$ cat src/rtl/uart_pkg.sv
// uart_pkg: shared FSM state types and the parity helper for the UART transceiver.
package uart_pkg;

  // Widest data word supported by uart_xcvr.
  localparam int unsigned MAX_SIZE = 9;

  typedef enum logic [2:0] {
    TX_IDLE,
    TX_START,
    TX_DATA,
    TX_PARITY,
    TX_STOP
  } tx_state_t;

  typedef enum logic [2:0] {
    RX_IDLE,
    RX_START,
    RX_DATA,
    RX_PARITY,
    RX_STOP,
    RX_BREAK
  } rx_state_t;

  // Parity bit over a zero-extended word; odd=0 gives even parity.
  function automatic logic parity_bit(input logic [MAX_SIZE-1:0] data, input logic odd);
    return (^data) ^ odd;
  endfunction

endpackage

$ cat src/rtl/uart_baud_cnt.sv
// uart_baud_cnt: free-running bit-period counter, 0..BAUD_COUNT-1, synchronous clear.
module uart_baud_cnt #(
  parameter int unsigned BAUD_COUNT = 9,
  parameter int unsigned CW         = $clog2(BAUD_COUNT)
) (
  input  logic          clk,
  input  logic          rst,
  input  logic          clr,
  output logic [CW-1:0] cnt,
  output logic          tick_c
);

  localparam logic [CW-1:0] LAST = CW'(BAUD_COUNT - 1);

  assign tick_c = (cnt == LAST);

  // Count one bit period, wrapping on the last cycle or restarting on clear.
  always_ff @(posedge clk or posedge rst) begin
    if (rst) begin
      cnt <= '0;
    end else if (clr || tick_c) begin
      cnt <= '0;
    end else begin
      cnt <= cnt + CW'(1);
    end
  end

endmodule

$ cat src/rtl/uart_xcvr.sv
// uart_xcvr: full-duplex UART transmitter/receiver with internal loopback.
// Define UART_PARITY_EN to add a parity bit to both directions (PARITY_ODD selects polarity).
module uart_xcvr
  import uart_pkg::*;
#(
  parameter int unsigned SIZE       = 8,
  parameter int unsigned BAUD_COUNT = 9,
  parameter int unsigned STOP_BITS  = 1,
  parameter int unsigned PARITY_ODD = 0
) (
  input  logic            clk,
  input  logic            rst,
  input  logic [SIZE-1:0] data_in,
  input  logic            tx_en,
  input  logic            rx,
  input  logic            loopback,
  output logic            tx,
  output logic            tx_busy,
  output logic [SIZE-1:0] data_out,
  output logic            rx_done,
  output logic            frame_err,
  output logic            parity_err
);

  localparam int unsigned   CW        = $clog2(BAUD_COUNT);
  localparam int unsigned   IW        = $clog2(SIZE);
  localparam logic [IW-1:0] LAST_BIT  = IW'(SIZE - 1);
  localparam logic          STOP_LAST = 1'(STOP_BITS - 1);
  localparam logic [CW-1:0] MID_CNT   = CW'(BAUD_COUNT / 2);

  // ---------------------------------------------------------------- TX
  tx_state_t       tx_state, tx_state_nx;
  logic [IW-1:0]   tx_idx, tx_idx_nx;
  logic            tx_stop, tx_stop_nx;
  logic [SIZE-1:0] tx_word, tx_word_nx;
  logic            tx_bit_c, tx_busy_c;
  logic            tx_clr_c, tx_tick_c;
  logic [CW-1:0]   tx_cnt_unused;

  assign tx_clr_c = (tx_state == TX_IDLE);

  uart_baud_cnt #(.BAUD_COUNT(BAUD_COUNT), .CW(CW)) u_tx_baud (
    .clk    (clk),
    .rst    (rst),
    .clr    (tx_clr_c),
    .cnt    (tx_cnt_unused),
    .tick_c (tx_tick_c)
  );

  // TX state, bit counters and latched word.
  always_ff @(posedge clk or posedge rst) begin
    if (rst) begin
      tx_state <= TX_IDLE;
      tx_idx   <= '0;
      tx_stop  <= 1'b0;
      tx_word  <= '0;
      tx       <= 1'b1;
      tx_busy  <= 1'b0;
    end else begin
      tx_state <= tx_state_nx;
      tx_idx   <= tx_idx_nx;
      tx_stop  <= tx_stop_nx;
      tx_word  <= tx_word_nx;
      tx       <= tx_bit_c;
      tx_busy  <= tx_busy_c;
    end
  end

  // TX next state; a request on the final stop tick chains straight into a new start bit.
  always_comb begin
    tx_state_nx = tx_state;
    tx_idx_nx   = tx_idx;
    tx_stop_nx  = tx_stop;
    tx_word_nx  = tx_word;
    unique case (tx_state)
      TX_IDLE: begin
        if (tx_en) begin
          tx_state_nx = TX_START;
          tx_word_nx  = data_in;
        end
      end
      TX_START: begin
        if (tx_tick_c) begin
          tx_state_nx = TX_DATA;
          tx_idx_nx   = '0;
        end
      end
      TX_DATA: begin
        if (tx_tick_c) begin
          if (tx_idx == LAST_BIT) begin
`ifdef UART_PARITY_EN
            tx_state_nx = TX_PARITY;
`else
            tx_state_nx = TX_STOP;
`endif
            tx_stop_nx = 1'b0;
          end else begin
            tx_idx_nx = tx_idx + IW'(1);
          end
        end
      end
`ifdef UART_PARITY_EN
      TX_PARITY: begin
        if (tx_tick_c) begin
          tx_state_nx = TX_STOP;
          tx_stop_nx  = 1'b0;
        end
      end
`endif
      TX_STOP: begin
        if (tx_tick_c) begin
          if (tx_stop == STOP_LAST) begin
            if (tx_en) begin
              tx_state_nx = TX_START;
              tx_word_nx  = data_in;
            end else begin
              tx_state_nx = TX_IDLE;
            end
          end else begin
            tx_stop_nx = 1'b1;
          end
        end
      end
      default: tx_state_nx = TX_IDLE;
    endcase
  end

  // TX line level and busy flag for the upcoming cycle.
  always_comb begin
    tx_bit_c  = 1'b1;
    tx_busy_c = 1'b1;
    unique case (tx_state_nx)
      TX_IDLE:   tx_busy_c = 1'b0;
      TX_START:  tx_bit_c  = 1'b0;
      TX_DATA:   tx_bit_c  = tx_word_nx[tx_idx_nx];
`ifdef UART_PARITY_EN
      TX_PARITY: tx_bit_c  = parity_bit(MAX_SIZE'(tx_word_nx), (PARITY_ODD != 0));
`endif
      default:   tx_bit_c  = 1'b1;
    endcase
  end

  // ---------------------------------------------------------------- RX
  rx_state_t       rx_state, rx_state_nx;
  logic [IW-1:0]   rx_idx, rx_idx_nx;
  logic [SIZE-1:0] rx_sh;
  logic            rx_src_c, rx_s1, rx_s2, rx_prev;
  logic            rx_fall_c, rx_mid_c;
  logic            rx_clr_c, rx_tick_c;
  logic [CW-1:0]   rx_cnt;
  logic            rx_shift_c, rx_done_c, rx_ferr_c;
`ifdef UART_PARITY_EN
  logic            rx_par, rx_par_smp_c, rx_perr_c;
`else
  logic            parity_odd_unused;
  assign parity_odd_unused = (PARITY_ODD != 0);
`endif

  assign rx_src_c  = loopback ? tx : rx;
  assign rx_fall_c = rx_prev & ~rx_s2;
  assign rx_mid_c  = (rx_cnt == MID_CNT);

  uart_baud_cnt #(.BAUD_COUNT(BAUD_COUNT), .CW(CW)) u_rx_baud (
    .clk    (clk),
    .rst    (rst),
    .clr    (rx_clr_c),
    .cnt    (rx_cnt),
    .tick_c (rx_tick_c)
  );

  // Two-flop synchroniser plus one history flop for falling-edge detection.
  always_ff @(posedge clk or posedge rst) begin
    if (rst) begin
      rx_s1   <= 1'b1;
      rx_s2   <= 1'b1;
      rx_prev <= 1'b1;
    end else begin
      rx_s1   <= rx_src_c;
      rx_s2   <= rx_s1;
      rx_prev <= rx_s2;
    end
  end

  // RX state register.
  always_ff @(posedge clk or posedge rst) begin
    if (rst) begin
      rx_state <= RX_IDLE;
      rx_idx   <= '0;
    end else begin
      rx_state <= rx_state_nx;
      rx_idx   <= rx_idx_nx;
    end
  end

  // RX next state; a low stop sample parks in BREAK until the line recovers.
  always_comb begin
    rx_state_nx = rx_state;
    rx_idx_nx   = rx_idx;
    unique case (rx_state)
      RX_IDLE: begin
        if (rx_fall_c) rx_state_nx = RX_START;
      end
      RX_START: begin
        if (rx_mid_c) begin
          rx_state_nx = rx_s2 ? RX_IDLE : RX_DATA;
          rx_idx_nx   = '0;
        end
      end
      RX_DATA: begin
        if (rx_tick_c) begin
          if (rx_idx == LAST_BIT) begin
`ifdef UART_PARITY_EN
            rx_state_nx = RX_PARITY;
`else
            rx_state_nx = RX_STOP;
`endif
          end else begin
            rx_idx_nx = rx_idx + IW'(1);
          end
        end
      end
`ifdef UART_PARITY_EN
      RX_PARITY: begin
        if (rx_tick_c) rx_state_nx = RX_STOP;
      end
`endif
      RX_STOP: begin
        if (rx_tick_c) rx_state_nx = rx_s2 ? RX_IDLE : RX_BREAK;
      end
      RX_BREAK: begin
        if (rx_s2) rx_state_nx = RX_IDLE;
      end
      default: rx_state_nx = RX_IDLE;
    endcase
  end

  // RX controls: counter restarts at the start midpoint so later samples land mid-bit.
  always_comb begin
    rx_clr_c   = 1'b1;
    rx_shift_c = 1'b0;
    rx_done_c  = 1'b0;
    rx_ferr_c  = 1'b0;
`ifdef UART_PARITY_EN
    rx_par_smp_c = 1'b0;
    rx_perr_c    = 1'b0;
`endif
    unique case (rx_state)
      RX_START: rx_clr_c = rx_mid_c;
      RX_DATA: begin
        rx_clr_c   = 1'b0;
        rx_shift_c = rx_tick_c;
      end
`ifdef UART_PARITY_EN
      RX_PARITY: begin
        rx_clr_c     = 1'b0;
        rx_par_smp_c = rx_tick_c;
      end
`endif
      RX_STOP: begin
        rx_clr_c  = 1'b0;
        rx_done_c = rx_tick_c;
        rx_ferr_c = rx_tick_c & ~rx_s2;
`ifdef UART_PARITY_EN
        rx_perr_c = rx_tick_c &
                    (rx_par != parity_bit(MAX_SIZE'(rx_sh), (PARITY_ODD != 0)));
`endif
      end
      default: rx_clr_c = 1'b1;
    endcase
  end

  // RX shift register and registered result pulses.
  always_ff @(posedge clk or posedge rst) begin
    if (rst) begin
      rx_sh     <= '0;
      data_out  <= '0;
      rx_done   <= 1'b0;
      frame_err <= 1'b0;
    end else begin
      if (rx_shift_c) rx_sh <= {rx_s2, rx_sh[SIZE-1:1]};
      if (rx_done_c) data_out <= rx_sh;
      rx_done   <= rx_done_c;
      frame_err <= rx_ferr_c;
    end
  end

`ifdef UART_PARITY_EN
  // Received parity bit and mismatch pulse.
  always_ff @(posedge clk or posedge rst) begin
    if (rst) begin
      rx_par     <= 1'b0;
      parity_err <= 1'b0;
    end else begin
      if (rx_par_smp_c) rx_par <= rx_s2;
      parity_err <= rx_perr_c;
    end
  end
`else
  assign parity_err = 1'b0;
`endif

endmodule

$ cat config.mk
export PLATFORM = sky130hd
export DESIGN_NAME = uart_xcvr
export DESIGN_NICKNAME = d
export VERILOG_FILES = /design/src/rtl/uart_pkg.sv /design/src/rtl/uart_baud_cnt.sv /design/src/rtl/uart_xcvr.sv
export SDC_FILE = /design/constraint.sdc
export NUM_CORES = 1
export LEC_CHECK = 0
export CAP_MARGIN = 10
export CORE_UTILIZATION = 55
export CTS_CLUSTER_SIZE = 12
export DETAILED_ROUTE_END_ITERATION = 16
export HOLD_SLACK_MARGIN = 0.15
export PLACE_DENSITY = 0.8
export SYNTH_ARGS = -nofsm -noshare
export SYNTH_HDL_FRONTEND = slang
export SYNTH_HIERARCHICAL = 1
export SYNTH_SLANG_ARGS = --single-unit
$ cat constraint.sdc
create_clock -name clk -period 2.9 [get_ports clk]
set_input_delay 0.58 -clock clk [delete_from_list [all_inputs] [get_ports clk]]
set_output_delay 0.58 -clock clk [all_outputs]
set_load 0.03 [all_outputs]
==> flow_summary.yaml <==
clocking:
  holdBufCountCts: 0
  clock-sinks: 51
  clk_pin_slew_ps: 90
  cts_tree: "yes"
  post_cts_resized: 0
  cts_root_buffer: "clkbuf_8"
  clock_latency_ps: 300
  postCtsSetupBuffers: 0
  clockBufferDepth: 2
  numCtsBuffers: 5
  htreeDepth: 2
yosys:
  yosysUniqueCellTypes: 49
  avgSynthCellArea_um2: 11.6
  synth_warnings: 6
  netlist_area_um2: 2430
  ys_seq_elements: 51
  seq_area_frac_synth_pct: 52.6
  syn_nets: 229
  synth-async-reset-ratio_pct: 100
  netlist_instances: 209
  synth_ff_type: "dfrtp_1"
  synth_edf_count: 0
power:
  combPwrFrac_pct: 28.8
  powerDensity_nw_per_um2: 757
  clock_power_share_pct: 22.6
  ir_worst_vdd_mv: 0.496
  intPower_mw: 1.44
  p_leak_nw: 1.25
  switchingPower_mw: 0.685
  power.total_mw: 2.13
  p_seq_share_pct: 48.5
  swShare_pct: 32.2
grt:
  grt.overflow.total: 0
  grt_max_degree: 44
  grt_first_pass_wirelength_um: 6530
  grt_pass1_vias: 1419
  grtUsageTotal_pct: 19.1
  antenna_found_initial: 0
final_layout:
  fin_cells: 285
  design_area_um2: 2810
  fillers: 306
  nets: 254
  drive_gt1_share_pct: 20.9
  antenna_cells: 0
  fin_util_pct: 68.4
  area_growth_syn_to_layout_pct: 15.6
placement:
  dp_slack_ps: 348
  port_buffers: 24
  dp.cells: 277
  hpwl_um: 2810
  gp_congestion: 0.793
  post_dp_cell_area_um2: 2700
run:
  drv_cap: 0
detailed_routing:
  wl_um: 3880
  via_per_inst: 5.61
  post_drt_wl_per_cell_um: 13.6
  drtIter0Drc: 102
  firstDrtPassIters: 4
  vias: 1600
  antenna_left: 0
  drc: 0
setup_path:
  critPathArrivalTime_ps: 2760
  cp-start-kind: "register"
  required_ps: 3100
  crit_type: "register to register"
  critPathMaxFanout: 11
  crit_path_end_kind: "register"
sta:
  hold_ws_ps: 355
  final_max_slew_viol_count: 0
  final-setup-viol-count: 0
  period_share_pct: 88.3
  tns_ps: 0
  fin_crit_ps: 2560
  hold_violations: 0
  slew_headroom_pct: 51.1
  fin_skew_ps: 6.13
  worst_pin_slew_ps: 715
  rsz0062_at_grt: "false"
  max_freq_mhz: 390
  setup_ws_ps: 338
floorplan:
  core_area_um2: 4120
  die_w_um: 68.5
  die-area_um2: 4690
  ios: 26
  die-height_um: 68.5
  rows: 23
  initial_core_util_pct: 59.1
outcome:
  status: "complete, no violations"
hold_path:
  min_path_type: "register to register"
==> critical path, stage by stage (launching register included) <==
cell      delay, ps
dfrtp_1         420
inv_1            90
ha_1            160
nand2_1          70
nor2_1          480
nand2b_4        270
nand3_4         140
mux2_2          310
mux2_2          270
a22oi_2         160
a31oi_1         100
==> area by class of cell <==
type / instances / area [um^2] / area share [%]
clock buffer: 5 / 68.8 / 2.45
clock inverter: 3 / 43.8 / 1.56
inverter: 12 / 45.0 / 1.60
multi-input combinational: 138 / 1060 / 37.6
sequential: 51 / 1280 / 45.5
tap: 50 / 62.6 / 2.22
timing repair buffer: 26 / 255 / 9.07
==> final timing paths <==
| check | cells past startpoint | slack [ps] | start | endpoint |
|---|---|---|---|---|
| max in group asynchronous | 3 | 1740 | rst | tx$_DFF_PP1_ |
| worst max register to register | 10 | 340 | u_tx_baud/cnt[0]$_DFF_PP0_ | tx$_DFF_PP1_ |
| min in group asynchronous | 2 | 530 | rst | u_rx_baud/cnt[0]$_DFF_PP0_ |
| worst min-delay path | 0 | 360 | rx_s1$_DFF_PP1_ | rx_s2$_DFF_PP1_ |
| worst min register to register | 0 | 360 | rx_s1$_DFF_PP1_ | rx_s2$_DFF_PP1_ |
| worst max-delay path | 10 | 340 | u_tx_baud/cnt[0]$_DFF_PP0_ | tx$_DFF_PP1_ |
==> sequential cells by signal (all words and copies together) (netlist names), 3 cells and up <==
signal         flops
data_out           8
rx_sh              8
tx_word            8
u_rx_baud/cnt      4
u_tx_baud/cnt      4
rx_idx             3
rx_state           3
tx_idx             3
tx_state           3
==> cells in the mapped netlist, drive strengths merged, types with 3 or more instances <==
| master | count | share of area [%] |
|---|---|---|
| nor3 | 5 | 1.2 |
| mux2 | 28 | 13 |
| nand3b | 5 | 1.5 |
| dfrtp | 47 | 48 |
| inv | 12 | 1.9 |
| and2 | 3 | 0.77 |
| nand2b | 4 | 1.3 |
| a31oi | 5 | 1.3 |
| nand2 | 8 | 1.2 |
| buf | 7 | 1.9 |
| ha | 7 | 3.6 |
| nor2 | 15 | 2.3 |
| nand3 | 4 | 1.3 |
| nor3b | 4 | 1.2 |
| o21ai | 9 | 1.9 |
| nor2b | 3 | 0.87 |
| dfstp | 4 | 4.3 |
| a21oi | 7 | 1.4 |
| o211ai | 3 | 0.93 |
==> power by group through the flow <==
| stage | logic [mW] | registers, mW | clock network, mW |
|---|---|---|---|
| 6_report | 0.614 | 1.03 | 0.482 |
| 5_1_grt | 0.693 | 1.06 | 0.524 |
| 4_1_cts | 0.620 | 1.03 | 0.500 |
| 3_5_place_dp | 0.621 | 1.05 | 0 |
| 3_3_place_gp | 0.602 | 1.04 | 0 |
| 2_1_floorplan | 0.550 | 0.978 | 0 |
==> per-layer routing <==
layer	global-route usage, %	part of all wire [%]
met1	26.2	46
met2	30.8	50
met3	3.95	2.9
met4	4.69	0.46
met5	0	0
==> cell usage in the layout (no fill, tap or decap), drive strengths merged, types with 3 or more instances in the layout <==
cell / count
a21oi: 7
a31oi: 5
and2: 3
clkbuf: 5
clkdlybuf4s50: 24
dfrtp: 47
dfstp: 4
ha: 7
inv: 12
mux2: 28
nand2: 8
nand2b: 4
nand3: 4
nand3b: 5
nor2: 15
nor2b: 3
nor3: 5
nor3b: 4
o211ai: 3
o21ai: 9
==> cells by family after synthesis <==
family / after synthesis / share of synthesized area [%]
flops: 51 / 52.6
other cells: 1 / 0.154
mux: 29 / 13.4
compound gates: 34 / 9.36
fa+ha+maj: 7 / 3.60
simple gates: 65 / 16.2
xor+xnor: 2 / 0.720
buf+inv: 20 / 3.91
Note: power is estimated with default switching activity, not from simulation.
